### src/rtl/uart_rx_fifo_fill.sv
// 8N1 UART receiver feeding a FIFO write port. A 2-flop synchroniser brings rx into the clock domain.
// Start and stop bits are checked, and only good bytes are pushed into the FIFO.
module uart_rx_fifo_fill #(
  parameter int CLKS_PER_BIT = 104
) (
  input  logic       clk,
  input  logic       rst_n,
  input  logic       rx,
  input  logic       fifo_full,
  output logic       fifo_wr_en,
  output logic [7:0] fifo_wr_data,
  output logic       frame_err,
  output logic       overrun,
  output logic       busy
);

  localparam int HALF_BIT = CLKS_PER_BIT / 2;
  localparam int CNT_W    = $clog2(CLKS_PER_BIT);

  localparam logic [CNT_W-1:0] CNT_HALF_LAST = CNT_W'(HALF_BIT - 1);
  localparam logic [CNT_W-1:0] CNT_BIT_LAST  = CNT_W'(CLKS_PER_BIT - 1);
  localparam logic [CNT_W-1:0] CNT_ONE       = CNT_W'(1);

  typedef enum logic [2:0] {
    S_IDLE,
    S_START,
    S_DATA,
    S_STOP,
    S_BREAK
  } state_t;

  state_t           state_reg;
  logic [CNT_W-1:0] cnt_reg;
  logic [2:0]       bit_idx_reg;
  logic [7:0]       shift_reg;
  logic             sync1_reg;
  logic             rx_s;

  // Flops reset high so that reset does not look like a start bit.
  always_ff @(posedge clk or negedge rst_n) begin
    if (!rst_n) begin
      sync1_reg <= 1'b1;
      rx_s      <= 1'b1;
    end else begin
      sync1_reg <= rx;
      rx_s      <= sync1_reg;
    end
  end

  always_ff @(posedge clk or negedge rst_n) begin
    if (!rst_n) begin
      state_reg    <= S_IDLE;
      cnt_reg      <= '0;
      bit_idx_reg  <= '0;
      shift_reg    <= '0;
      fifo_wr_en   <= 1'b0;
      fifo_wr_data <= 8'h00;
      frame_err    <= 1'b0;
      overrun      <= 1'b0;
      busy         <= 1'b0;
    end else begin
      fifo_wr_en <= 1'b0;
      frame_err  <= 1'b0;
      overrun    <= 1'b0;

      case (state_reg)
        S_IDLE: begin
          if (!rx_s) begin
            state_reg <= S_START;
            cnt_reg   <= '0;
            busy      <= 1'b1;
          end
        end

        // Recheck the start bit at its mid-point so short glitches are rejected.
        S_START: begin
          if (cnt_reg == CNT_HALF_LAST) begin
            cnt_reg <= '0;
            if (rx_s) begin
              state_reg <= S_IDLE;
              busy      <= 1'b0;
            end else begin
              state_reg   <= S_DATA;
              bit_idx_reg <= '0;
            end
          end else begin
            cnt_reg <= cnt_reg + CNT_ONE;
          end
        end

        S_DATA: begin
          if (cnt_reg == CNT_BIT_LAST) begin
            cnt_reg   <= '0;
            shift_reg <= {rx_s, shift_reg[7:1]};
            if (bit_idx_reg == 3'd7) begin
              state_reg <= S_STOP;
            end else begin
              bit_idx_reg <= bit_idx_reg + 3'd1;
            end
          end else begin
            cnt_reg <= cnt_reg + CNT_ONE;
          end
        end

        S_STOP: begin
          if (cnt_reg == CNT_BIT_LAST) begin
            cnt_reg <= '0;
            if (rx_s) begin
              state_reg <= S_IDLE;
              busy      <= 1'b0;
              if (fifo_full) begin
                overrun <= 1'b1;
              end else begin
                fifo_wr_en   <= 1'b1;
                fifo_wr_data <= shift_reg;
              end
            end else begin
              frame_err <= 1'b1;
              state_reg <= S_BREAK;
            end
          end else begin
            cnt_reg <= cnt_reg + CNT_ONE;
          end
        end

        // A held-low line must go high again before a new start bit is accepted.
        S_BREAK: begin
          if (rx_s) begin
            state_reg <= S_IDLE;
            busy      <= 1'b0;
          end
        end

        default: begin
          state_reg <= S_IDLE;
          busy      <= 1'b0;
        end
      endcase
    end
  end

endmodule

### config.mk
export PLATFORM = sky130hd
export DESIGN_NAME = uart_rx_fifo_fill
export DESIGN_NICKNAME = d
export VERILOG_FILES = /design/src/rtl/uart_rx_fifo_fill.sv
export SDC_FILE = /design/constraint.sdc
export NUM_CORES = 1
export LEC_CHECK = 0
export BUFFER_PORTS_ARGS = -buffer_cell sky130_fd_sc_hd__buf_2
export CAP_MARGIN = 20
export CORE_ASPECT_RATIO = 1.4
export CORE_UTILIZATION = 36
export DETAILED_ROUTE_END_ITERATION = 8
export HOLD_SLACK_MARGIN = 0.12
export SYNTH_ARGS = -nofsm -noshare
export SYNTH_HDL_FRONTEND = slang
export SYNTH_SLANG_ARGS = --single-unit
export TNS_END_PERCENT = 100
### constraint.sdc
create_clock -name clk -period 1.8 [get_ports clk]
set_input_delay 0.18 -clock clk [delete_from_list [all_inputs] [get_ports clk]]
set_output_delay 0.18 -clock clk [all_outputs]
set_load 0.01 [all_outputs]
==> out/summary.log, run 1 <==
qor: yosys.synth-warning-count 0
qor: floorplanning.die_w 59.3 um
qor: placement.place_area 1880 um^2
qor: yosys.synth-async-reset-ratio 1.00
qor: clocking.cts_tree yes
qor: power_and_ir_drop.power.leakage 0.972 nW
qor: routing.remaining_drc_errors 0
qor: clocking.ctsLongestPathBuffers 2
qor: final_layout.finish.instance_area 2000 um^2
qor: yosys.synth.mux.area_fraction 0.121
qor: critical_path.cp-start-kind flop
qor: critical_path.worst_ep_required_time 1.96 ns
qor: placement.routabilityCongestion 0.819
qor: routing.ant_nets 0
qor: sta.drv_slew 0
qor: yosys.netlist_area 1650 um^2
qor: clocking.cts.reportedPaths.clkPinSlew 0.07 ns
qor: floorplanning.start_util 0.384
qor: global_route.first_pass_grt_wire_length 5.55 mm
qor: yosys.synth_enable_flop_cells 0
qor: final_layout.final_net_count 179
qor: floorplanning.core_area 4310 um^2
qor: routing.routed_wire_length_per_instance 13.4 um
qor: clocking.cts_buffers 5
qor: sta.fin_ws 0.0969 ns
qor: sta.final.min_clock_period 1.70 ns
qor: yosys.synthesis.instances 139
qor: final_layout.diodes 0
qor: global_route.globalRoute.totalOverflow 0
qor: floorplanning.floorplan.die.height 82.2 um
qor: placement.dp.final_hpwl 2.31 mm
qor: global_route.grt_usage 0.155
qor: routing.vias_per_cell 5.09
qor: power_and_ir_drop.vdd.ir_drop.worst 0.620 mV
qor: placement.place_worst_setup_slack 0.0631 ns
qor: yosys.count_of_state_elements_after_synthesis 35
qor: sta.setup_viol 0
qor: sta.worst_clock_skew 0.00593 ns
qor: yosys.yosys.area_share.xor_xnor 0
qor: sta.timing_hold_violations_final 0
qor: global_route.antenna_found_initial 0
qor: sta.period_share 0.946
qor: routing.vias 1186
qor: power_and_ir_drop.power.density_cell_area 678 nW/um^2
qor: critical_path.timing.critical_path.fanout_max 9
qor: sta.maxClockFrequency 0.587 GHz
qor: yosys.synth_cell_type_count 37
qor: yosys.post_synth_and_or_nand_nor_area_fraction 0.157
qor: sta.max-slew-margin-rel 0.493
qor: clocking.cts.root.buffer_cell sky130_fd_sc_hd__clkbuf_8
qor: yosys.synth-adder-area-share 0.0287
qor: sta.max_slew.worst_pin.slew 0.761 ns
qor: placement.count_of_buffers_inserted_at_the_top_level_ports 15
qor: routing.wl 3.13 mm
qor: sta.rsz0062_at_grt no
qor: routing.firstDrtPassIters 4
qor: outcome.run_status finished clean
qor: clocking.tritoncts_num_sinks 35
qor: global_route.first_global_vias 1297
qor: hold_path.holdCritPathClass input port to flop
qor: floorplanning.io_pins 16
qor: routing.detailedRoute.firstIterationViolations 77
qor: critical_path.arrival 1.86 ns
qor: sta.final.setup.tns 0 ns
qor: yosys.synth_area_per_cell 11.9 um^2
qor: yosys.postSynth.topFlopCell sky130_fd_sc_hd__dfrtp_1
qor: critical_path.worstSetupPathType flop to flop
qor: run.timing.max_cap.violations 0
qor: clocking.clock_latency 0.28 ns
qor: final_layout.synthToLayoutAreaGrowth 20.8%
qor: final_layout.layout-drive-gt1-share 0.289
qor: floorplanning.core.rowCount 28
qor: yosys.synth-compound-area-share 0.124
qor: global_route.grt_start_max_net_pins 36
qor: yosys.yosysSeqAreaShare 0.531
qor: critical_path.worstSetupEndpointType flop
qor: yosys.synthesis.nets 146
qor: floorplanning.die_area 4870 um^2
qor: clocking.ctsHtreeMaxLevel 2
qor: yosys.synth_top_family_by_area simple AND/OR/NAND/NOR gates
==> final cells by class <==
cell class,instances,area (um^2)
Timing Repair Buffer,33,219
Multi-Input combinational cell,92,724
Clock buffer,7,76.3
Inverter,5,18.8
Tap cell,60,75.1
Clock inverter,1,5.00
Sequential cell,35,880
Fill cell,398,2310
==> where the power goes <==
part | internal [mW] | switching (mW)
clock | 0.271 | 0.264
sequential | 0.791 | 0.00309
combinational | 0.00762 | 0.0184
total | 1.07 | 0.286
==> layer usage <==
layer,up-vias,track usage,wire length (um)
met2,29,0.264,1630
li1,558,-,-
met3,11,0.0436,130
met4,0,0.0857,95
met1,588,0.170,1270
met5,-,0,0
==> stage by stage <==
step	std cells	power [mW]	hold WS [ns]	util
2_1_floorplan	139	0.812	-0.116	-
3_5_place_dp	223	0.833	0.294	0.436
4_1_cts	233	1.38	0.131	0.460
5_1_grt	233	1.42	0.133	0.464
6_report	233	1.36	0.136	0.464
3_3_place_gp	223	0.833	0.287	0.436
==> Yosys cell counts, drive strengths merged, types with 2 or more instances <==
cell / number / share of area
a21o: 2 / 0.0091
dfstp: 2 / 0.032
dfrtp: 33 / 0.50
nor3b: 2 / 0.015
o21ai: 6 / 0.018
nand3: 5 / 0.023
a21oi: 6 / 0.020
ha: 3 / 0.023
nor2: 8 / 0.018
nor3: 2 / 0.0061
mux2: 16 / 0.11
buf: 6 / 0.025
inv: 5 / 0.011
nand2: 17 / 0.039
mux2i: 2 / 0.012
or3: 2 / 0.0076
o211ai: 7 / 0.032
==> kinds of logic (layout without fill, tap and decap cells) <==
kind of cell,count (synthesis),after routing
AND/OR/NAND/NOR,43,43
flip-flops,35,35
AO/OA/AOI/OAI,27,27
multiplexers,18,18
buffers and inverters,12,46
adder cells (fa/ha/maj),4,4
==> path summary, 6_finish.rpt <==
| kind | start | endpoint | slack (ns) | cells past startpoint |
|---|---|---|---|---|
| worst max register to register | cnt_reg[6] | fifo_wr_data[1] | 0.1 | 5 |
| worst min-delay path | fifo_full | overrun | 0.14 | 3 |
| max in group asynchronous | rst_n | cnt_reg[3] | 0.77 | 2 |
| worst max-delay path | cnt_reg[6] | fifo_wr_data[1] | 0.1 | 5 |
| worst min register to register | sync1_reg | rx_s | 0.36 | 0 |
| min in group asynchronous | rst_n | cnt_reg[5] | 0.51 | 2 |
==> worst max-delay path, cell delays in order (launching register included) <==
cell and delay (ns):
sky130_fd_sc_hd__dfrtp_1 0.47, sky130_fd_sc_hd__and4bb_4 0.29, sky130_fd_sc_hd__nand4_2 0.12, sky130_fd_sc_hd__nor3b_2 0.20, sky130_fd_sc_hd__buf_6 0.17, sky130_fd_sc_hd__mux2_1 0.32
==> cells in the final DEF, fill, tap and decap left out, types with 5 or more instances in the layout <==
cell type,n
sky130_fd_sc_hd__clkbuf_8,5
sky130_fd_sc_hd__buf_4,15
sky130_fd_sc_hd__buf_2,15
sky130_fd_sc_hd__mux2_1,16
sky130_fd_sc_hd__a21oi_1,5
sky130_fd_sc_hd__nor2_1,8
sky130_fd_sc_hd__dfrtp_1,32
sky130_fd_sc_hd__nand2_1,17
sky130_fd_sc_hd__inv_1,5
sky130_fd_sc_hd__o211ai_1,7
==> timing repair <==
action | 4_1_cts | 5_1_grt
endpoints found under the setup margin | 0 | 15
gates resized for setup | 0 | 4
setup buffers | 0 | 0
endpoints found under the hold margin | 34 | 0
hold buffers | 2 | 0
Note: power is estimated with default switching activity, not from simulation.
==> run 2, diff against run 1 <==
--- a/config.mk
+++ b/config.mk
@@ -8,7 +8,7 @@
 export BUFFER_PORTS_ARGS = -buffer_cell sky130_fd_sc_hd__buf_2
 export CAP_MARGIN = 20
 export CORE_ASPECT_RATIO = 1.4
-export CORE_UTILIZATION = 36
+export CORE_UTILIZATION = 39
 export DETAILED_ROUTE_END_ITERATION = 8
 export HOLD_SLACK_MARGIN = 0.12
 export SYNTH_ARGS = -nofsm -noshare
==> out/summary.log, run 2 (same netlist as run 1, synthesis figures left out) <==
qor: outcome.run_status finished clean [unchanged]
qor: run.timing.max_cap.violations 0 [unchanged]
qor: placement.dp.final_hpwl 2.50 mm [was 2.31 mm]
qor: sta.final.setup.tns 0 ns [unchanged]
qor: power_and_ir_drop.internal_power 1.07 mW [about the same]
qor: power_and_ir_drop.vdd.ir_drop.worst 0.610 mV [was 0.620 mV]
qor: routing.remaining_drc_errors 0 [unchanged]
qor: placement.place_worst_setup_slack 0.0514 ns [was 0.0631 ns]
qor: clocking.cts.reportedPaths.clkPinSlew 0.07 ns [about the same]
qor: sta.maxClockFrequency 0.585 GHz [was 0.587 GHz]
qor: sta.drv_slew 0 [unchanged]
qor: final_layout.sequential_cell_area 880 um^2 [unchanged]
qor: clocking.tritoncts_num_sinks 35 [unchanged]
qor: power_and_ir_drop.power.leakage 0.971 nW [was 0.972 nW]
qor: routing.ant_nets 0 [unchanged]
qor: placement.routabilityCongestion 0.884 [was 0.819]
qor: global_route.grt_usage 0.176 [was 0.155]
qor: routing.wl_met3 123 um [was 130 um]
qor: sta.worst_clock_skew 0.0102 ns [was 0.00593 ns]
qor: critical_path.timing.critical_path.fanout_max 9 [unchanged]
qor: floorplanning.core_area 3990 um^2 [was 4310 um^2]
qor: routing.firstDrtPassIters 4 [unchanged]
qor: floorplanning.floorplan.die.height 79.1 um [was 82.2 um]
qor: final_layout.layout-drive-gt1-share 0.301 [was 0.289]
qor: clocking.ctsLongestPathBuffers 2 [unchanged]
qor: global_route.first_pass_grt_wire_length 5.96 mm [was 5.55 mm]
qor: routing.routed_wire_length_per_instance 15.7 um [was 13.4 um]
qor: power_and_ir_drop.power.share.sequential 0.583 [was 0.586]
qor: sta.timing.hold.ws 0.154 ns [was 0.136 ns]
qor: critical_path.worstSetupEndpointType flop [unchanged]
qor: critical_path.worst_r2r_path_depth 5 [unchanged]
qor: sta.period_share 0.950 [was 0.946]
qor: global_route.antenna_found_initial 0 [unchanged]
qor: final_layout.final_net_count 179 [unchanged]
qor: final_layout.layout.core_utilization 0.497 [was 0.464]
qor: global_route.first_global_vias 1299 [was 1297]
qor: sta.max_slew.worst_pin.slew 0.764 ns [was 0.761 ns]
qor: routing.wl_met2 1.77 mm [was 1.63 mm]
qor: routing.met1_length 1.37 mm [was 1.27 mm]
qor: clocking.cts_tree yes [unchanged]
qor: sta.timing_hold_violations_final 0 [unchanged]
qor: power_and_ir_drop.power.share.clock 0.397 [was 0.395]
qor: final_layout.synthToLayoutAreaGrowth 19.9% [was 20.8%]
qor: final_layout.multi_input_area 731 um^2 [was 724 um^2]
qor: sta.rsz0062_at_grt yes [was no]
qor: power_and_ir_drop.power.density_cell_area 686 nW/um^2 [was 678 nW/um^2]
qor: floorplanning.die_w 57.0 um [was 59.3 um]
qor: floorplanning.start_util 0.415 [was 0.384]
qor: critical_path.worst_ep_required_time 1.96 ns [about the same]
qor: routing.vias 1207 [was 1186]
qor: final_layout.finish.instance_area 1980 um^2 [was 2000 um^2]
qor: placement.place_area 1860 um^2 [was 1880 um^2]
qor: clocking.cts_buffers 5 [unchanged]
qor: final_layout.diodes 0 [unchanged]
qor: global_route.globalRoute.totalOverflow 0 [unchanged]
qor: power_and_ir_drop.power_frac_comb 0.019 [about the same]
qor: global_route.grt_start_max_net_pins 36 [unchanged]
qor: placement.count_of_buffers_inserted_at_the_top_level_ports 15 [unchanged]
qor: clocking.cts_setup_buffers 0 [unchanged]
qor: routing.wl 3.40 mm [was 3.13 mm]
qor: critical_path.arrival 1.87 ns [was 1.86 ns]
qor: hold_path.min_path_cells 3 [unchanged]
qor: routing.highest_layer met4 [unchanged]
qor: power_and_ir_drop.power_switching 0.292 mW [was 0.286 mW]
qor: sta.final.min_clock_period 1.71 ns [was 1.70 ns]
qor: clocking.clock_latency 0.28 ns [about the same]
qor: clocking.cts.root.buffer_cell sky130_fd_sc_hd__clkbuf_8 [unchanged]
qor: routing.detailedRoute.firstIterationViolations 33 [was 77]
qor: clocking.ctsHtreeMaxLevel 2 [unchanged]
qor: routing.vias_per_cell 5.59 [was 5.09]
qor: floorplanning.io_pins 16 [unchanged]
qor: final_layout.mostFrequentLayoutCells sky130_fd_sc_hd__dfrtp_1, sky130_fd_sc_hd__nand2_1, sky130_fd_sc_hd__mux2_1, sky130_fd_sc_hd__buf_2, sky130_fd_sc_hd__buf_4 [was sky130_fd_sc_hd__dfrtp_1, sky130_fd_sc_hd__nand2_1, sky130_fd_sc_hd__mux2_1]
qor: sta.fin_ws 0.0900 ns [was 0.0969 ns]
qor: final_layout.nFillCells 370 [was 398]
qor: critical_path.cp-start-kind flop [unchanged]
qor: sta.setup_viol 0 [unchanged]
qor: floorplanning.core.rowCount 27 [was 28]
qor: sta.max-slew-margin-rel 0.490 [was 0.493]
qor: final_layout.layout_commonest_cell sky130_fd_sc_hd__dfrtp_1 [unchanged]
qor: floorplanning.die_area 4510 um^2 [was 4870 um^2]
qor: hold_path.holdCritPathClass input port to flop [unchanged]
qor: critical_path.reg2reg_setup_slack 0.09 ns [was 0.1 ns]
qor: power_and_ir_drop.switching_share 0.214 [was 0.211]
qor: critical_path.worstSetupPathType flop to flop [unchanged]
## run 2: layout make-up
class                      count  area share
clock buffer                   7      0.0385
tap                           43      0.0271
inverter                       5     0.00946
multi-input combinational     92       0.368
clock inverter                 1     0.00252
sequential                    35       0.444
timing repair buffer          33       0.110
## run 2: worst paths after layout
kind                       startpoint               to
max                        cnt_reg[3]  fifo_wr_data[6]
min                         fifo_full          overrun
max reg2reg                cnt_reg[3]  fifo_wr_data[6]
min reg2reg                 sync1_reg             rx_s
max in group asynchronous       rst_n       cnt_reg[3]
min in group asynchronous       rst_n       cnt_reg[5]
## run 2: power groups by stage
| stage | logic, mW | registers [mW] | clock network, mW |
|---|---|---|---|
| 3_5_place_dp | 0.0248 | 0.809 | 0 |
| 2_1_floorplan | 0.00665 | 0.806 | 0 |
| 4_1_cts | 0.0283 | 0.794 | 0.556 |
| 3_3_place_gp | 0.0238 | 0.809 | 0 |
| 5_1_grt | 0.0315 | 0.794 | 0.585 |
| 6_report | 0.0263 | 0.794 | 0.541 |
## run 2: layer usage
layer  vias up  global-route usage
li1        562                   -
met1       599               0.198
met2        34               0.301
met3        12              0.0358
met4         0               0.112
met5         -                   0
## run 2: timing repair
| action | CTS | global route |
|---|---|---|
| hold buffers | 2 | 0 |
| endpoints found under the hold margin | 34 | 0 |
| endpoints found under the setup margin | 0 | 14 |
| resized for setup | 0 | 6 |
## run 2: stage by stage
step	power, mW	cells
after floorplan	0.812	139
after global placement	0.832	206
after detailed placement	0.833	206
after CTS	1.38	216
after global routing	1.41	216
final	1.36	216
## run 2: critical path, cell delays in order, from the launching register on
cell and delay (ns):
sky130_fd_sc_hd__dfrtp_2 0.44, sky130_fd_sc_hd__and4bb_4 0.32, sky130_fd_sc_hd__nand4_2 0.12, sky130_fd_sc_hd__nor3b_2 0.20, sky130_fd_sc_hd__buf_6 0.17, sky130_fd_sc_hd__mux2_1 0.33
==> run 3, diff against run 2 <==
==> constraint.sdc (replaced) <==
create_clock -name clk -period 1.74 [get_ports clk]
set_input_delay 0.174 -clock clk [delete_from_list [all_inputs] [get_ports clk]]
set_output_delay 0.174 -clock clk [all_outputs]
set_load 0.01 [all_outputs]
==> out/summary.log, run 3 (same netlist as run 1, synthesis figures left out) <==
qor: critical_path.timing.critical_path.fanout_max 5 [was 9]
qor: global_route.global_route.usage.met3 0.0554 [was 0.0358]
qor: routing.ant_nets 0 [unchanged]
qor: routing.vias_per_cell 5.60 [was 5.59]
qor: floorplanning.floorplan.die.height 79.1 um [unchanged]
qor: global_route.groute.layer.met2.usage 0.322 [was 0.301]
qor: hold_path.holdCritPathClass input port to flop [unchanged]
qor: routing.detailedRoute.firstIterationViolations 27 [was 33]
qor: sta.period_share 0.994 [was 0.950]
qor: clocking.tritoncts_num_sinks 35 [unchanged]
qor: floorplanning.die_w 57.0 um [unchanged]
qor: global_route.grt_start_max_net_pins 20 [was 36]
qor: final_layout.layout_commonest_cell sky130_fd_sc_hd__dfrtp_1 [unchanged]
qor: placement.place_worst_setup_slack -0.0117 ns [was 0.0514 ns]
qor: critical_path.cp_slowest_stage_delay 0.40 ns [was 0.44 ns]
qor: critical_path.worst_r2r_path_depth 5 [unchanged]
qor: global_route.antenna_found_initial 0 [unchanged]
qor: sta.timing.hold.ws 0.125 ns [was 0.154 ns]
qor: floorplanning.io_pins 16 [unchanged]
qor: power_and_ir_drop.switching_share 0.232 [was 0.214]
qor: placement.placedCellCount 208 [was 206]
qor: final_layout.synthToLayoutAreaGrowth 25.3% [was 19.9%]
qor: critical_path.reg2reg_setup_slack 0.01 ns [was 0.09 ns]
qor: global_route.first_global_vias 1327 [was 1299]
qor: power_and_ir_drop.power.leakage 1.01 nW [was 0.971 nW]
qor: sta.maxClockFrequency 0.578 GHz [was 0.585 GHz]
qor: outcome.violations DRC
qor: floorplanning.start_util 0.415 [unchanged]
qor: sta.drv_slew 0 [unchanged]
qor: hold_path.hold_path_end overrun [unchanged]
qor: critical_path.critical_path.n_buffers_inverters 1 [unchanged]
qor: sta.max_slew.worst_pin.slew 0.477 ns [was 0.764 ns]
qor: sta.max-slew-margin-rel 0.682 [was 0.490]
qor: critical_path.critical_path.reg2reg.endpoint fifo_wr_data[6] [unchanged]
qor: global_route.first_pass_grt_wire_length 6.05 mm [was 5.96 mm]
qor: clocking.cts.reportedPaths.clkPinSlew 0.08 ns [was 0.07 ns]
qor: sta.timing_hold_violations_final 0 [unchanged]
qor: sta.fin_ws 0.0106 ns [was 0.0900 ns]
qor: critical_path.cpLargestDelayFamily simple AND/OR/NAND/NOR gates [unchanged]
qor: clocking.cts.root.buffer_cell sky130_fd_sc_hd__clkbuf_8 [unchanged]
qor: power_and_ir_drop.power.density_cell_area 695 nW/um^2 [was 686 nW/um^2]
qor: power_and_ir_drop.internal_power 1.11 mW [was 1.07 mW]
qor: power_and_ir_drop.power.share.sequential 0.570 [was 0.583]
qor: critical_path.cp_slowest_cell sky130_fd_sc_hd__dfrtp_2 [unchanged]
qor: critical_path.reg2reg_from cnt_reg[3] [unchanged]
qor: final_layout.finish.instance_area 2070 um^2 [was 1980 um^2]
qor: hold_path.min_path_cells 3 [unchanged]
qor: final_layout.layout-drive-gt1-share 0.384 [was 0.301]
qor: sta.final.min_clock_period 1.73 ns [was 1.71 ns]
qor: sta.rsz0062_at_grt yes [unchanged]
qor: critical_path.worstSetupEndpointType flop [unchanged]
qor: placement.dp.final_hpwl 2.53 mm [was 2.50 mm]
qor: global_route.grt_usage 0.183 [was 0.176]
qor: power_and_ir_drop.vdd.ir_drop.worst 0.456 mV [was 0.610 mV]
qor: routing.wl 3.58 mm [was 3.40 mm]
qor: routing.firstDrtPassIters 6 [was 4]
qor: floorplanning.core_area 3990 um^2 [unchanged]
qor: run.timing.max_cap.violations 0 [unchanged]
qor: critical_path.arrival 1.90 ns [was 1.87 ns]
qor: clocking.cts_buffers 5 [unchanged]
qor: placement.count_of_buffers_inserted_at_the_top_level_ports 15 [unchanged]
qor: critical_path.crit_chain and4bb_4 > nand4_4 > nor3b_4 > buf_6 > mux2_4 [was and4bb_4 > nand4_2 > nor3b_2 > buf_6 > mux2_1]
qor: floorplanning.die_area 4510 um^2 [unchanged]
qor: outcome.run_status complete, but fails checks [was finished clean]
qor: power_and_ir_drop.report.power.total 1.44 mW [was 1.36 mW]
qor: final_layout.layout.core_utilization 0.520 [was 0.497]
qor: critical_path.worst_ep_required_time 1.92 ns [was 1.96 ns]
qor: hold_path.timing.hold.worst.start fifo_full [unchanged]
qor: global_route.globalRoute.totalOverflow 0 [unchanged]
qor: floorplanning.core.rowCount 27 [unchanged]
qor: routing.routed_wire_length_per_instance 16.3 um [was 15.7 um]
qor: global_route.grt_most_used_layer met2 [unchanged]
qor: routing.remaining_drc_errors 2 [was 0]
qor: power_and_ir_drop.power_switching 0.334 mW [was 0.292 mW]
qor: routing.vias 1231 [was 1207]
qor: final_layout.final_net_count 183 [was 179]
qor: clocking.cts_tree yes [unchanged]
qor: clocking.ctsHtreeMaxLevel 2 [unchanged]
qor: critical_path.worstSetupPathType flop to flop [unchanged]
qor: final_layout.mostFrequentLayoutCells sky130_fd_sc_hd__dfrtp_1, sky130_fd_sc_hd__buf_4, sky130_fd_sc_hd__nand2_1 [was sky130_fd_sc_hd__dfrtp_1, sky130_fd_sc_hd__nand2_1, sky130_fd_sc_hd__mux2_1, sky130_fd_sc_hd__buf_2, sky130_fd_sc_hd__buf_4]
qor: clocking.ctsLongestPathBuffers 2 [unchanged]
qor: final_layout.fin_cells 220 [was 216]
qor: final_layout.diodes 0 [unchanged]
qor: sta.setup_viol 0 [unchanged]
qor: sta.worst_clock_skew 0.00780 ns [was 0.0102 ns]
qor: power_and_ir_drop.power_frac_comb 0.022 [was 0.019]
qor: power_and_ir_drop.power.share.clock 0.408 [was 0.397]
qor: global_route.grtUsageMet1 0.190 [was 0.198]
qor: placement.place_area 1880 um^2 [was 1860 um^2]
qor: clocking.clock_latency 0.29 ns [was 0.28 ns]
qor: placement.routabilityCongestion 0.838 [was 0.884]
qor: sta.final.setup.tns 0 ns [unchanged]
qor: critical_path.cp-start-kind flop [unchanged]
-- run 3: cell types whose count changed in the layout (fill, tap and decap cells not counted), moves of 2 or more --
cell | previous run | this run
sky130_fd_sc_hd__buf_4 | 15 | 18
sky130_fd_sc_hd__clkinvlp_4 | 0 | 2
sky130_fd_sc_hd__clkbuf_1 | 2 | 0
sky130_fd_sc_hd__mux2_1 | 15 | 8
sky130_fd_sc_hd__mux2_4 | 1 | 8
-- run 3: how the worst max path moves through the flow --
| stage | slack [ns] | endpoint | cells after the start | startpoint |
|---|---|---|---|---|
| floorplan | 0.009 | fifo_wr_data[0] | 5 | cnt_reg[3] |
| global placement | 0.05 | busy | 5 | cnt_reg[1] |
| detailed placement | -0.01 | fifo_wr_data[7] | 6 | cnt_reg[1] |
| finish | 0.01 | fifo_wr_data[6] | 5 | cnt_reg[3] |
| global route | -0.06 | busy | 5 | cnt_reg[0] |
| CTS | 0.01 | fifo_wr_data[4] | 5 | cnt_reg[3] |
-- run 3: final cells by class --
type                            instances  area (um^2)
Tap cell                               43         53.8
Clock buffer                            5         68.8
Inverter                                5         18.8
Clock inverter                          3         20.0
Multi-Input combinational cell         92          777
Timing Repair Buffer                   37          253
Sequential cell                        35          881
Fill cell                             367         1910
-- run 3: power by group through the flow --
| stage | registers, mW | clock network (mW) | logic [mW] |
|---|---|---|---|
| after global placement | 0.836 | 0 | 0.0284 |
| final | 0.821 | 0.587 | 0.0322 |
| after CTS | 0.820 | 0.613 | 0.0341 |
| after floorplan | 0.833 | 0 | 0.00688 |
| after detailed placement | 0.836 | 0 | 0.0290 |
| after global routing | 0.821 | 0.628 | 0.0375 |
-- run 3: worst min-delay path: stages --
cell	delay (ns)
sky130_fd_sc_hd__buf_2	0.12
sky130_fd_sc_hd__nand2_1	0.06
sky130_fd_sc_hd__nor2_1	0.04
-- run 3: repair_timing --
action	in CTS	in global routing
pin swaps	1	2
cloned	1	0
hold buffers	2	0
setup buffers	1	0
gates resized for setup	8	10
setup endpoints to repair	8	13
hold endpoints to repair	16	0
-- run 3: layer usage --
metal | routed length [um] | part of all wire | vias up
met2 | 1920 | 0.54 | 38
met5 | 0 | 0 | -
met1 | 1410 | 0.39 | 607
met4 | 89 | 0.025 | 0
li1 | - | - | 577
met3 | 151 | 0.042 | 9
